--- config.mk ---
export PLATFORM = sky130hd
export DESIGN_NAME = btn_pulse_gen
export DESIGN_NICKNAME = d
export VERILOG_FILES = /design/src/rtl/btn_pkg.sv /design/src/rtl/btn_debounce.sv /design/src/rtl/btn_pulse_gen.sv
export SDC_FILE = /design/constraint.sdc
export NUM_CORES = 1
export LEC_CHECK = 0
export CAP_MARGIN = 20
export CORE_UTILIZATION = 55
export DETAILED_ROUTE_END_ITERATION = 6
export GPL_ROUTABILITY_DRIVEN = 0
export PLACE_DENSITY = 0.71
export SLEW_MARGIN = 10
export SYNTH_ARGS = -nofsm -noshare
export SYNTH_HDL_FRONTEND = slang
export SYNTH_HIERARCHICAL = 1
export SYNTH_SLANG_ARGS = --single-unit
--- constraint.sdc ---
create_clock -name clk -period 3 [get_ports clk]
set_input_delay 0.75 -clock clk [delete_from_list [all_inputs] [get_ports clk]]
set_output_delay 0.75 -clock clk [all_outputs]
set_load 0.03 [all_outputs]
--- src/rtl/btn_pkg.sv ---
// btn_pkg: shared repeat-FSM states and parameter defaults for the button front-end
package btn_pkg;
    typedef enum logic [1:0] {IDLE, HOLD, REPEAT} rpt_state_e;
    localparam int DB_CYCLES_DEF     = 500000;
    localparam int REPEAT_DELAY_DEF  = 25000000;
    localparam int REPEAT_PERIOD_DEF = 10000000;
    localparam int CNT_W_DEF         = 32;
endpackage

--- src/rtl/btn_debounce.sv ---
// btn_debounce: 2-FF synchroniser followed by a counting debounce filter
module btn_debounce
    import btn_pkg::*;
#(
    parameter int DB_CYCLES = DB_CYCLES_DEF,
    parameter int CNT_W     = CNT_W_DEF
) (
    input  logic clk,
    input  logic reset,
    input  logic raw,
    output logic d
);
    logic [1:0]       sync_q;
    logic             d_q, d_d;
    logic [CNT_W-1:0] c_q, c_d;
    // a new level is taken once it has disagreed for DB_CYCLES cycles plus the accepting cycle
    always_comb begin
        d_d = d_q;
        c_d = '0;
        if (sync_q[1] != d_q) begin
            if (c_q == CNT_W'(DB_CYCLES)) d_d = sync_q[1];
            else c_d = c_q + 1'b1;
        end
    end
    always_ff @(posedge clk or posedge reset) begin
        if (reset) begin
            sync_q <= '0;
            d_q    <= 1'b0;
            c_q    <= '0;
        end else begin
            sync_q <= {sync_q[0], raw};
            d_q    <= d_d;
            c_q    <= c_d;
        end
    end
    assign d = d_q;
endmodule

--- src/rtl/btn_pulse_gen.sv ---
// btn_pulse_gen: debounced, arbitrated up/down button pulses with optional auto-repeat
module btn_pulse_gen
    import btn_pkg::*;
#(
    parameter int DB_CYCLES     = DB_CYCLES_DEF,
    parameter int REPEAT_DELAY  = REPEAT_DELAY_DEF,
    parameter int REPEAT_PERIOD = REPEAT_PERIOD_DEF,
    parameter int CNT_W         = CNT_W_DEF
) (
    input  logic clk,
    input  logic reset,
    input  logic raw_up,
    input  logic raw_down,
    input  logic repeat_en,
    output logic btn_up,
    output logic btn_down,
    output logic up_held,
    output logic down_held
);
    logic [1:0] held, req, pulse_d, pulse_q;
    for (genvar i = 0; i < 2; i++) begin : g_btn
        rpt_state_e       state_q, state_d;
        logic [CNT_W-1:0] t_q, t_d;
        logic             req_l;
        btn_debounce #(.DB_CYCLES(DB_CYCLES), .CNT_W(CNT_W)) u_db (
            .clk  (clk),
            .reset(reset),
            .raw  (i == 0 ? raw_up : raw_down),
            .d    (held[i])
        );
        // the timer only advances while this button is the sole one held
        always_comb begin
            state_d = state_q;
            t_d     = '0;
            req_l   = 1'b0;
            case (state_q)
                IDLE: begin
                    if (held[i]) begin
                        req_l   = 1'b1;
                        state_d = HOLD;
                    end
                end
                HOLD: begin
                    if (!held[i]) state_d = IDLE;
                    else if (repeat_en && !held[1-i]) begin
                        if (t_q == CNT_W'(REPEAT_DELAY - 1)) begin
                            req_l   = 1'b1;
                            state_d = REPEAT;
                        end else t_d = t_q + 1'b1;
                    end
                end
                REPEAT: begin
                    if (!held[i]) state_d = IDLE;
                    else if (!repeat_en) state_d = HOLD;
                    else if (!held[1-i]) begin
                        if (t_q == CNT_W'(REPEAT_PERIOD - 1)) req_l = 1'b1;
                        else t_d = t_q + 1'b1;
                    end
                end
                default: state_d = IDLE;
            endcase
        end
        always_ff @(posedge clk or posedge reset) begin
            if (reset) begin
                state_q <= IDLE;
                t_q     <= '0;
            end else begin
                state_q <= state_d;
                t_q     <= t_d;
            end
        end
        assign req[i] = req_l;
    end
    always_comb pulse_d = req & ~{held[0], held[1]};
    always_ff @(posedge clk or posedge reset) begin
        if (reset) pulse_q <= '0;
        else pulse_q <= pulse_d;
    end
    assign btn_up    = pulse_q[0];
    assign btn_down  = pulse_q[1];
    assign up_held   = held[0];
    assign down_held = held[1];
endmodule

==> results.json <==
{
  "clk_latency_ns": 0.41,
  "setup_viol": 0,
  "skew_ns": 0.00917,
  "overflow": 0,
  "grt_use_total_pct": 24.4,
  "worst_setup_path_end_kind": "output pin",
  "wl_per_cell_um": 16.4,
  "required_ns": 2.25,
  "p_leak_nw": 3.36,
  "ctsResizeCount": 0,
  "grt_setup_unrepaired": "false",
  "ys.flop_type": "dfrtp_1",
  "area_growth_pct": 10.3,
  "synth_area_um2": 7760,
  "rows": 43,
  "vias_per_cell": 6.14,
  "outcome": "complete, no violations",
  "critical_path.max_fanout": 12,
  "portBuffers": 8,
  "hold-worst-slack_ns": 0.346,
  "antenna_cells": 0,
  "hpwl_mm": 11.1,
  "finalWorstSetupSlack_ns": 0.508,
  "synth.distinct_cells": 55,
  "relSlewSlack_pct": 37.1,
  "vias": 6103,
  "die_h_um": 121,
  "yosys_warnings": 6,
  "fin_nets": 821,
  "cts_tree": "yes",
  "fin_setup_tns_ns": 0,
  "synth-async-reset-ratio_pct": 100,
  "synthTopCellsByArea": "dfrtp_1 45%, xor2_1 6.0%, nor2_1 4.9%",
  "worstMarginPinSlew_ns": 0.936,
  "finish.utilization_pct": 61.9,
  "drv_slew": 0,
  "crit_family": "buffers and inverters",
  "crit_path_top_delay_cell": "clkdlybuf4s50_1",
  "slowest_delay_ns": 0.75,
  "cts-root-buf": "clkbuf_16",
  "ios": 9,
  "grt_start_max_net_pins": 36,
  "ys_seq_area_share_pct": 45.1,
  "drtAntennaViolNets": 0,
  "clk_pin_slew_ns": 0.06,
  "drt-pass1-iter-count": 4,
  "synth_top_cell_area_share_pct": 45.1,
  "hold_buffers": 0,
  "cts-htree-levels": 4,
  "coreArea_um2": 13800,
  "remaining_drc_errors": 0,
  "syn-mean-instance-area_um2": 9.74,
  "synth_fp_nets": 817,
  "ir_worst_vdd_mv": 0.497,
  "fmax_ghz": 0.401,
  "synthCells": 797,
  "wirelength_mm": 16.3,
  "internal-power_mw": 3.35,
  "dieArea_um2": 14600,
  "min_period_ns": 2.49,
  "start_kind": "flop",
  "layout_common_cells": "140 x dfrtp_1, 102 x nor2_1, 53 x xor2_1",
  "pwr-share-comb_pct": 3.7,
  "p_seq_share_pct": 45.2,
  "p_sw_mw": 0.909,
  "cts_buffers": 17,
  "crit_buf_inv": 1,
  "grt_antenna_before_repair": 0,
  "drt_iter0_markers": 434,
  "yosys.area.top_type": "dfrtp_1",
  "pwr_density_cell_nw_per_um2": 497,
  "synth-edff-count": 0,
  "max-clock-path-buffers": 2,
  "drv_cap": 0,
  "period_share_pct": 83.1,
  "crit_chain": "clkdlybuf4s50_1",
  "swShare_pct": 21.4,
  "cts.sinks": 140,
  "ys_ff_latch": 140,
  "postCtsSetupBuffers": 0,
  "hp-class": "flop to flop",
  "grt_first_pass_wirelength_mm": 28.7,
  "initial_core_util_pct": 56.2,
  "die_width_um": 121,
  "drive_gt1_share_pct": 9.95,
  "arrival_ns": 1.74,
  "grt_pass1_vias": 6147,
  "dp_slack_ns": 0.717,
  "layout_commonest_cell": "dfrtp_1",
  "crit_type": "flop to output pin",
  "hold_viol_final": 0,
  "clock_power_share_pct": 51.0
}
power by group through the flow:
stage	sequential [mW]	combinational (mW)	clock, mW
finish	1.93	0.159	2.17
global route	1.93	0.182	2.30
CTS	1.93	0.163	2.22
detailed placement	1.96	0.161	0
global placement	1.96	0.151	0
floorplan	1.95	0.113	0
final timing paths:
path	from	slack, ns	end	depth (start not counted)
min in group asynchronous	reset	0.70	pulse_q[0]$_DFF_PP0_	2
worst min register to register	g_btn[1].u_db/sync_q[0]$_DFF_PP0_	0.35	g_btn[1].u_db/sync_q[1]$_DFF_PP0_	0
worst min-delay path	g_btn[1].u_db/sync_q[0]$_DFF_PP0_	0.35	g_btn[1].u_db/sync_q[1]$_DFF_PP0_	0
worst max register to register	g_btn[1].u_db/c_q[0]$_DFF_PP0_	0.69	g_btn[1].u_db/c_q[26]$_DFF_PP0_	5
max in group asynchronous	reset	1.69	g_btn[0].t_q[9]$_DFF_PP0_	3
worst max-delay path	g_btn[0].u_db/d$_DFFE_PP0P_	0.51	up_held	1
cell usage after synthesis (all sizes together), types with 4 or more instances:
library cell / number
or4: 22
xnor2: 34
o31ai: 24
inv: 21
nor3: 15
and3: 26
buf: 17
or4b: 7
nand4: 45
clkbuf: 14
dfrtp: 140
o21ai: 18
and2: 7
and4: 26
nand2: 51
nor4: 22
nand3: 45
nor4b: 8
nor2: 105
mux2: 4
a21oi: 43
ha: 15
or3: 13
xor2: 53
stage by stage:
stage | power (mW) | instances | instance area, um2
floorplan | 2.07 | 797 | 7760
global placement | 2.11 | 962 | 7940
detailed placement | 2.12 | 962 | 7940
CTS | 4.31 | 994 | 8560
global route | 4.41 | 994 | 8560
finish | 4.26 | 994 | 8560
metal layers:
| layer | track usage (%) | part of all wire [%] | vias to the layer above |
|---|---|---|---|
| met5 | 0 | 0 | - |
| met4 | 8.18 | 0.99 | 0 |
| met3 | 5.66 | 3.9 | 15 |
| met2 | 39.9 | 49 | 132 |
| met1 | 31.8 | 46 | 3044 |
| li1 | - | - | 2912 |
flip-flops by register name, summed over array words and instances (netlist names):
signal             count
g_btn.u_db/sync_q      4
g_btn.u_db/c_q        64
g_btn.u_db/d           2
g_btn.state_q          4
g_btn.t_q             64
pulse_q                2
layout make-up:
cell class                 count  area, um2
clock buffer                  21        480
clock inverter                11        140
fill                        1124       5270
inverter                      21       78.8
multi-input combinational    605       3980
sequential                   140       3500
tap                          180        225
timing repair buffer          16        153
cell families after synthesis:
kind of cell	after synthesis	share of synthesized area, %
buffers and inverters	52	3.66
XOR/XNOR	87	9.81
flip-flops	140	45.1
AO/OA/AOI/OAI	92	7.32
adder cells (fa/ha/maj)	15	2.42
multiplexers	4	0.580
AND/OR/NAND/NOR	407	31.1
Power figures use the tool's default switching activity.
